--- src/rtl/scan_sequencer_pkg.sv ---
// Shared definitions for the scan sequencer: FSM encoding and sweep-mode constants.
package scan_pkg;

    typedef enum logic [1:0] {
        IDLE = 2'd0,
        SCAN = 2'd1,
        DONE = 2'd2
    } scan_state_t;

    localparam logic MODE_CONT   = 1'b0;
    localparam logic MODE_SINGLE = 1'b1;

endpackage

--- src/rtl/scan_sequencer_if.sv ---
// Control/status bundle between the scan sequencer and its host.
// Master drives the scan controls; slave (the sequencer) drives the decoder select and status.
interface scan_sequencer_if #(
    parameter int DWELL_W = 8
);
    logic               en;
    logic               start;
    logic               mode;
    logic [DWELL_W-1:0] dwell;
    logic [3:0]         mask;
    logic [1:0]         addr;
    logic               addr_vld;
    logic               step;
    logic               wrap;
    logic               busy;
    logic               done;

    modport master (
        output en, start, mode, dwell, mask,
        input  addr, addr_vld, step, wrap, busy, done
    );

    modport slave (
        input  en, start, mode, dwell, mask,
        output addr, addr_vld, step, wrap, busy, done
    );
endinterface

--- src/rtl/scan_sequencer_next_sel.sv ---
// Picks the lowest enabled line and the next enabled line strictly above the current address.
module scan_next_sel (
    input  logic [1:0] addr,
    input  logic [3:0] mask,
    output logic [1:0] next_idx,
    output logic [1:0] first_idx,
    output logic       has_next
);

    // Scan from the top down so the last hit is the lowest qualifying index.
    always_comb begin
        first_idx = 2'd0;
        next_idx  = 2'd0;
        has_next  = 1'b0;
        for (int i = 3; i >= 0; i--) begin
            if (mask[i]) begin
                first_idx = i[1:0];
                if (i > int'(addr)) begin
                    next_idx = i[1:0];
                    has_next = 1'b1;
                end
            end
        end
    end

endmodule

--- src/rtl/scan_sequencer.sv ---
// Address generator feeding the 2-to-4 decoder: steps through enabled lines with a
// programmable dwell, in continuous or single-sweep mode.
//
// state | meaning
// IDLE  | waiting for start; addr_vld low
// SCAN  | presenting addr, counting down the dwell
// DONE  | one-cycle done pulse after a single sweep
module scan_sequencer
    import scan_pkg::*;
#(
    parameter int DWELL_W = 8
) (
    input  logic              clk,
    input  logic              rst_n,
    scan_sequencer_if.slave   bus
);

    scan_state_t        state_q, state_d;
    logic [1:0]         addr_q, addr_d;
    logic [DWELL_W-1:0] cnt_q, cnt_d;
    logic               mode_q, mode_d;
    logic               vld_q, vld_d;
    logic               step_q, step_d;
    logic               wrap_q, wrap_d;
    logic               busy_q, busy_d;
    logic               done_q, done_d;

    logic [1:0]         next_idx;
    logic [1:0]         first_idx;
    logic               has_next;
    logic               start_ok;
    logic               mask_zero;
    logic               cnt_zero;

    scan_next_sel u_next_sel (
        .addr      (addr_q),
        .mask      (bus.mask),
        .next_idx  (next_idx),
        .first_idx (first_idx),
        .has_next  (has_next)
    );

    assign mask_zero = (bus.mask == 4'd0);
    assign start_ok  = bus.start && bus.en && !mask_zero;
    assign cnt_zero  = (cnt_q == '0);

    // State and registered outputs; synchronous active-low reset wins over everything.
    always_ff @(posedge clk) begin
        if (!rst_n) begin
            state_q <= IDLE;
            addr_q  <= 2'd0;
            cnt_q   <= '0;
            mode_q  <= MODE_CONT;
            vld_q   <= 1'b0;
            step_q  <= 1'b0;
            wrap_q  <= 1'b0;
            busy_q  <= 1'b0;
            done_q  <= 1'b0;
        end else begin
            state_q <= state_d;
            addr_q  <= addr_d;
            cnt_q   <= cnt_d;
            mode_q  <= mode_d;
            vld_q   <= vld_d;
            step_q  <= step_d;
            wrap_q  <= wrap_d;
            busy_q  <= busy_d;
            done_q  <= done_d;
        end
    end

    // Next-state logic; an emptied mask aborts before the dwell counter is consulted.
    always_comb begin
        state_d = state_q;
        unique case (state_q)
            IDLE: if (start_ok) state_d = SCAN;
            SCAN: begin
                if (mask_zero) begin
                    state_d = IDLE;
                end else if (bus.en && cnt_zero && !has_next && mode_q == MODE_SINGLE) begin
                    state_d = DONE;
                end
            end
            DONE:    state_d = IDLE;
            default: state_d = IDLE;
        endcase
    end

    // Next values of the registered outputs; step/wrap/done are single-cycle pulses.
    always_comb begin
        addr_d = addr_q;
        cnt_d  = cnt_q;
        mode_d = mode_q;
        vld_d  = vld_q;
        busy_d = busy_q;
        step_d = 1'b0;
        wrap_d = 1'b0;
        done_d = 1'b0;
        unique case (state_q)
            IDLE: begin
                if (start_ok) begin
                    addr_d = first_idx;
                    cnt_d  = bus.dwell;
                    mode_d = bus.mode;
                    vld_d  = 1'b1;
                    busy_d = 1'b1;
                end
            end
            SCAN: begin
                if (mask_zero) begin
                    vld_d  = 1'b0;
                    busy_d = 1'b0;
                end else if (bus.en) begin
                    if (!cnt_zero) begin
                        cnt_d = cnt_q - {{(DWELL_W-1){1'b0}}, 1'b1};
                    end else if (has_next) begin
                        addr_d = next_idx;
                        cnt_d  = bus.dwell;
                        step_d = 1'b1;
                    end else if (mode_q == MODE_CONT) begin
                        addr_d = first_idx;
                        cnt_d  = bus.dwell;
                        step_d = 1'b1;
                        wrap_d = 1'b1;
                    end else begin
                        vld_d  = 1'b0;
                        busy_d = 1'b0;
                        done_d = 1'b1;
                    end
                end
            end
            DONE: begin
                vld_d  = 1'b0;
                busy_d = 1'b0;
            end
            default: begin
                vld_d  = 1'b0;
                busy_d = 1'b0;
            end
        endcase
    end

    assign bus.addr     = addr_q;
    assign bus.addr_vld = vld_q;
    assign bus.step     = step_q;
    assign bus.wrap     = wrap_q;
    assign bus.busy     = busy_q;
    assign bus.done     = done_q;

endmodule
--- src/flat_wrapper.sv ---
// flat-port wrapper written by rule: the top's interface ports become plain ports
module scan_sequencer_flat import scan_pkg::*;
#(
    parameter int DWELL_W = 8
)
  (clk, rst_n, bus_en, bus_start, bus_mode, bus_dwell, bus_mask, bus_addr, bus_addr_vld, bus_step, bus_wrap, bus_busy, bus_done);
  scan_sequencer_if #(.DWELL_W(DWELL_W)) bus_i ();
  input  logic clk;
  input  logic rst_n;
  input wire logic [$bits(bus_i.en)-1:0] bus_en;
  input wire logic [$bits(bus_i.start)-1:0] bus_start;
  input wire logic [$bits(bus_i.mode)-1:0] bus_mode;
  input wire logic [$bits(bus_i.dwell)-1:0] bus_dwell;
  input wire logic [$bits(bus_i.mask)-1:0] bus_mask;
  output wire logic [$bits(bus_i.addr)-1:0] bus_addr;
  output wire logic [$bits(bus_i.addr_vld)-1:0] bus_addr_vld;
  output wire logic [$bits(bus_i.step)-1:0] bus_step;
  output wire logic [$bits(bus_i.wrap)-1:0] bus_wrap;
  output wire logic [$bits(bus_i.busy)-1:0] bus_busy;
  output wire logic [$bits(bus_i.done)-1:0] bus_done;
  assign bus_i.en = bus_en;
  assign bus_i.start = bus_start;
  assign bus_i.mode = bus_mode;
  assign bus_i.dwell = bus_dwell;
  assign bus_i.mask = bus_mask;
  assign bus_addr = bus_i.addr;
  assign bus_addr_vld = bus_i.addr_vld;
  assign bus_step = bus_i.step;
  assign bus_wrap = bus_i.wrap;
  assign bus_busy = bus_i.busy;
  assign bus_done = bus_i.done;
  scan_sequencer #(.DWELL_W(DWELL_W)) u_core (.clk(clk), .rst_n(rst_n), .bus(bus_i));
endmodule
--- config.mk ---
export PLATFORM = sky130hd
export DESIGN_NAME = scan_sequencer_flat
export DESIGN_NICKNAME = d
export VERILOG_FILES = /design/src/rtl/scan_sequencer_pkg.sv /design/src/rtl/scan_sequencer_if.sv /design/src/rtl/scan_sequencer_next_sel.sv /design/src/rtl/scan_sequencer.sv /design/src/flat_wrapper.sv
export SDC_FILE = /design/constraint.sdc
export NUM_CORES = 1
export LEC_CHECK = 0
export CAP_MARGIN = 20
export CORE_MARGIN = 2
export CORE_UTILIZATION = 53
export DETAILED_ROUTE_END_ITERATION = 8
export PLACE_DENSITY = 0.83
export SLEW_MARGIN = 20
export SYNTH_ARGS = -nofsm -noshare
export SYNTH_HDL_FRONTEND = slang
export SYNTH_SLANG_ARGS = --single-unit
--- constraint.sdc ---
create_clock -name clk -period 6.65 [get_ports clk]
set_clock_uncertainty 0.15 [all_clocks]
set_input_delay 0.665 -clock clk [delete_from_list [all_inputs] [get_ports clk]]
set_output_delay 0.665 -clock clk [all_outputs]
set_load 0.1 [all_outputs]
* Word-level counts from Yosys, hierarchy flattened
Cells that the tools add are included.
Storage, ports and cells: input port bits 17, output and inout port bits 7, word-level logic and storage cells 90, register bits 17
Operators by class: bitwise operators 4, $add $sub $neg 1, reduce and logical (&&, ||, !) cells 18, equal/unequal tests 12, mux-type cells 44, order comparisons 3
Operator list (number):
- $mux 8 | 6
- $mux 2 | 19
- $pmux 8 s2 | 1
- $mux 1 | 15
- $reduce_and 5->1 | 2
- $ne 3x1->1 const B | 3
- $logic_not 8->1 | 1
- $pmux 2 s2 | 2
- $sub 8x1->8 const B | 1
- $ne 3x3->1 const B | 2
- $reduce_and 6->1 | 1
- $reduce_or 6->1 | 1
- $logic_and 1x1->1 | 5
- $reduce_or 5->1 | 1
- $gt 2x2->1 const A | 2
- $logic_not 4->1 | 1
- $ne 2x1->1 const B | 2
- $ne 2x2->1 const B | 2
- $ne 4x4->1 const B | 1
- $not 1->1 | 4
- $reduce_and 2->1 | 2
- $ne 3x2->1 const B | 1
- $eq 2x1->1 const B | 1
- $gt 1x2->1 const A | 1
- 4 further kinds | 5

* Logic depth before layout (Yosys ltp)
word-level depth 13, gate-level depth with buffers 8, mapped depth without buffers 7

* Cells and area by module
From an unflattened synthesis, not the netlist that was laid out.
Unflattened totals: cells, all modules 135, area, all modules 1083.5 um^2
Modules (own cells, without submodules):
- scan_sequencer | seq. area each 340.3 um^2, times used 1, area an instance 983.4 um^2, cells each 121
- scan_next_sel | seq. area each 0.0 um^2, times used 1, area an instance 100.1 um^2, cells each 14

* Least setup slack after synthesis
No wires, ideal clock.
path kind flip-flop to flip-flop, from register u_core.addr_q[1], in the netlist u_core.bus.addr[1], to register u_core.cnt_q[7], setup slack 4.366 ns, required time 6.384 ns, clock period less this slack 2.284 ns, stages on the path, launching flop included 7, arrival 2.019 ns, library setup time 0.116 ns, cells stage by stage dfxtp_1 -> nor2b_1 -> o21ai_0 -> and4_1 -> buf_4 -> nor2_1 -> a31o_1
On the way: word-level cells in the longest chain between the ends 12
Ends and longest elaborated chain:
- start, declared | RTL line scan_sequencer.sv:19 | logic [1:0] addr_q, addr_d;
- start signal, assigned | RTL line scan_sequencer.sv:61 | addr_q <= addr_d;
- $gt 2x2->1 | RTL line scan_sequencer_next_sel.sv:18 | if (i > int'(addr)) begin
- $mux 1 | RTL line scan_sequencer_next_sel.sv:18
- $mux 1 | RTL line scan_sequencer_next_sel.sv:16 | if (mask[i]) begin
- $mux 1 | RTL line scan_sequencer_next_sel.sv:18
- $mux 1 | RTL line scan_sequencer_next_sel.sv:16
- $mux 1 | RTL line scan_sequencer_next_sel.sv:18
- $mux 1 (*) | RTL line scan_sequencer_next_sel.sv:16
- $mux 8 | RTL line scan_sequencer.sv:116 | end else if (has_next) begin
- $mux 8 | RTL line scan_sequencer.sv:114 | if (!cnt_zero) begin
- $mux 8 | RTL line scan_sequencer.sv:113 | end else if (bus.en) begin
- $mux 8 | RTL line scan_sequencer.sv:110 | if (mask_zero) begin
- $pmux 8 s2 | RTL line scan_sequencer.sv:99 | unique case (state_q)
- end signal, assigned | RTL line scan_sequencer.sv:62 | cnt_q <= cnt_d;
- end, declared | RTL line scan_sequencer.sv:20 | logic [DWELL_W-1:0] cnt_q, cnt_d;
Mark *: on every way between the ends. The rest lies on a longest branch, timed or not. The select of a mux whose other input is x is not followed. A chain may end at the register's enable or synchronous reset.

* Final worst setup path
from register u_core.addr_q[1], in the netlist u_core.bus.addr[1], to output bus_addr[1]
RTL lines:
- end, declared | RTL line flat_wrapper.sv:15 | output wire logic [$bits(bus_i.addr)-1:0] bus_addr;
No word-level cell between the ends.

==> metrics.txt <==
status finished, final reports clean; HPWL Detailed 2120 um; Setup TNS 0 ns; worst rel slew slack 0.342; Yosys warnings 0; Pins Over Slew Limit 0; CTS resizes 0; Power Density ~200 mW/mm^2; RSZ-0062 raised after global routing no; Core Area between 0.0015 and 0.002 mm^2; maximum clock frequency 0.362 GHz; final period utilization 0.415; leakage power between 0.0004 and 0.0005 uW; largest family of logic cells by synthesized area simple AND/OR/NAND/NOR gates; multiplexer area fraction after synthesis 0.0365; Syn Nets between 150 and 200; Layout area overhead 23.4%; critical path fanouts, max 8; Post-Layout Cell Count between 150 and 200; commonest non-fill, non-tap cell in the layout clkdlybuf4s50_1; # port buffers 23; hold_buf cts 0; vias in the first global route about 1100; share of cells above drive strength 1 0.0696; cell count after synthesis approximately 140; family with the most delay on the worst path buffers and inverters; via-per-instance ratio a little over 6; first-pass GRT wire length ~5000 um; DR WL/cell between 15 and 20 um; post-synthesis cell area 0.00110 mm^2; clock root buffer clkbuf_4; Yosys reg bits 17; sequential-to-total area share from yosys stat 0.310; Die Area between 0.002 and 0.0025 mm^2; post-synth cell types 45; WP data required 5.83 ns; clock latency at the later pin of the worst-skew pair 0.30 ns; Crit Path Class reg -> out; CTS tree yes; IO Pins 24; CP max-delay cell clkdlybuf4s50_1; DRT iter0 DRCs 58; hold path cells 1; number of flops mapped to enable cells by yosys 0; Tmin final around 2.8 ns; Post-synth ARST share 0; detailed-route DRC error count 0; num rows 16; final WL ~2900 um; critical path cell sequence clkdlybuf4s50_1; Crit. End Element output pin; Worst path depth 1; Critical Path Max Stage Delay between 1 and 1.5 ns; largest net degree at the start of global routing 15; Synth Area in Compound Gates 0.284; fin nets 178; peak supply drop about 0.00011 V; Fin. Hold Viols 0; Reg clk slew, reported paths 0.11 ns; ANT nets after route 0; simple-gate area share of the yosys netlist 0.287; gr ovfl total 0; routability congestion estimate 0.912; Worst R2R Path Depth 7; endpoints failing setup 0; Post CTS Setup Buffer Count 0; starting density of the core 0.559; die width between 40 and 50 um; Synth Flop Type dfxtp_1; Post-Synth Adder-Cell Area 0.0228; Min-Delay Path Class reg -> reg; initial antenna violation count 0; WP buf/inv 1; CTS sink cnt 17; vias 1141; CP startpoint kind flop; max_cap viols 0; Arr. time, crit path 1.94 ns; All-Layer GR Usage 0.261; Slew @ Worst Pin 0.983 ns; Syn Area/Cell between 8 and 9 um^2; CTS Buf Count 3; clock buffer depth 2; htree depth 1; Post-Synth XOR/XNOR Area 0; drt first pass iters 4; Placed Cells incl. Taps roughly 180; Antenna Cells 0; most frequent cells in the layout clkdlybuf4s50_1 (23), dfxtp_1 (17), nor2_1 (15), a21oi_1 (12); Chip Height ~50 um
-- cell type report --
type	count	area [um^2]
Timing Repair Buffer	23	230
Clock inverter	1	5.00
Fill cell	187	608
Sequential cell	17	340
Inverter	8	30.0
Clock buffer	3	22.5
Multi-Input combinational cell	106	692
Tap cell	27	33.8
-- worst paths after layout --
path                                        start                            to  slack (ns)
setup / recovery  u_core.bus.addr[1]$_SDFFE_PN0P_                   bus_addr[1]        3.89
hold / removal         u_core.mode_q$_SDFFE_PN0P_    u_core.bus.wrap$_SDFF_PP0_        0.34
setup reg to reg     u_core.cnt_q[0]$_SDFFE_PN0P_  u_core.cnt_q[4]$_SDFFE_PN0P_        4.26
hold reg to reg        u_core.mode_q$_SDFFE_PN0P_    u_core.bus.wrap$_SDFF_PP0_        0.34
-- report_power, final --
part           total (uW)  switching (uW)  internal, uW
clock network        57.8            35.4          22.4
registers             117            8.90           108
logic                93.2            57.4          35.9
-- sequential cells by signal (all words and copies together), names as in the netlist --
| register | cells |
|---|---|
| u_core.bus.addr_vld | 1 |
| u_core.cnt_q | 8 |
| u_core.state_q | 2 |
| u_core.bus.step | 1 |
| u_core.bus.done | 1 |
| u_core.bus.wrap | 1 |
| u_core.bus.addr | 2 |
| u_core.mode_q | 1 |
-- synthesized netlist by cell type (3+ instances only) --
cell type | instances | area [um^2]
a21oi_1 | 12 | 60.1
and2_1 | 4 | 25.0
buf_4 | 3 | 22.5
dfxtp_1 | 17 | 340
inv_1 | 8 | 30.0
mux2i_1 | 4 | 40.0
nand2_1 | 8 | 30.0
nand3_1 | 3 | 15.0
nor2_1 | 15 | 56.3
nor3_1 | 4 | 20.0
nor4_1 | 3 | 18.8
o211ai_1 | 3 | 22.5
o21ai_0 | 3 | 15.0
o21ai_1 | 3 | 15.0
o22ai_1 | 3 | 18.8
o31ai_1 | 3 | 22.5
-- cells by family (layout without fill, tap and decap cells) --
kind of cell / count (synthesis) / in the layout
AO/OA/AOI/OAI: 45 / 45
adder cells (fa/ha/maj): 2 / 2
AND/OR/NAND/NOR: 55 / 55
buffers and inverters: 14 / 35
flip-flops: 17 / 17
multiplexers: 4 / 4
-- through the flow --
step | setup WS, ns | total power (uW) | area (um^2) | util | hold slack, ns
floorplan | 4.37 | 185 | 1100 | - | 0.273
finish | 3.89 | 268 | 1350 | 0.690 | 0.336
CTS | 3.89 | 268 | 1350 | 0.690 | 0.332
detailed placement | 3.81 | 210 | 1330 | 0.676 | 0.311
global placement | 3.86 | 208 | 1330 | 0.676 | 0.301
global route | 3.83 | 283 | 1350 | 0.690 | 0.359
-- worst reg2reg max path: stages, from the launching register on --
cell      delay, ns
dfxtp_1        0.39
inv_1          0.11
ha_1           0.22
or3b_2         0.53
o21ai_2        0.44
a21oi_1        0.09
o311ai_1       0.25
o31ai_1        0.11
-- layer usage --
| metal | wire [um] | up-vias | track usage | part of all wire |
|---|---|---|---|---|
| met1 | 1240 | 519 | 0.364 | 0.43 |
| met2 | 1370 | 61 | 0.410 | 0.48 |
| li1 | - | 556 | - | - |
| met5 | 0 | - | 0 | 0 |
| met3 | 241 | 5 | 0.0394 | 0.084 |
| met4 | 29 | 0 | 0.0972 | 0.010 |
Note: power is estimated with default switching activity, not from simulation.
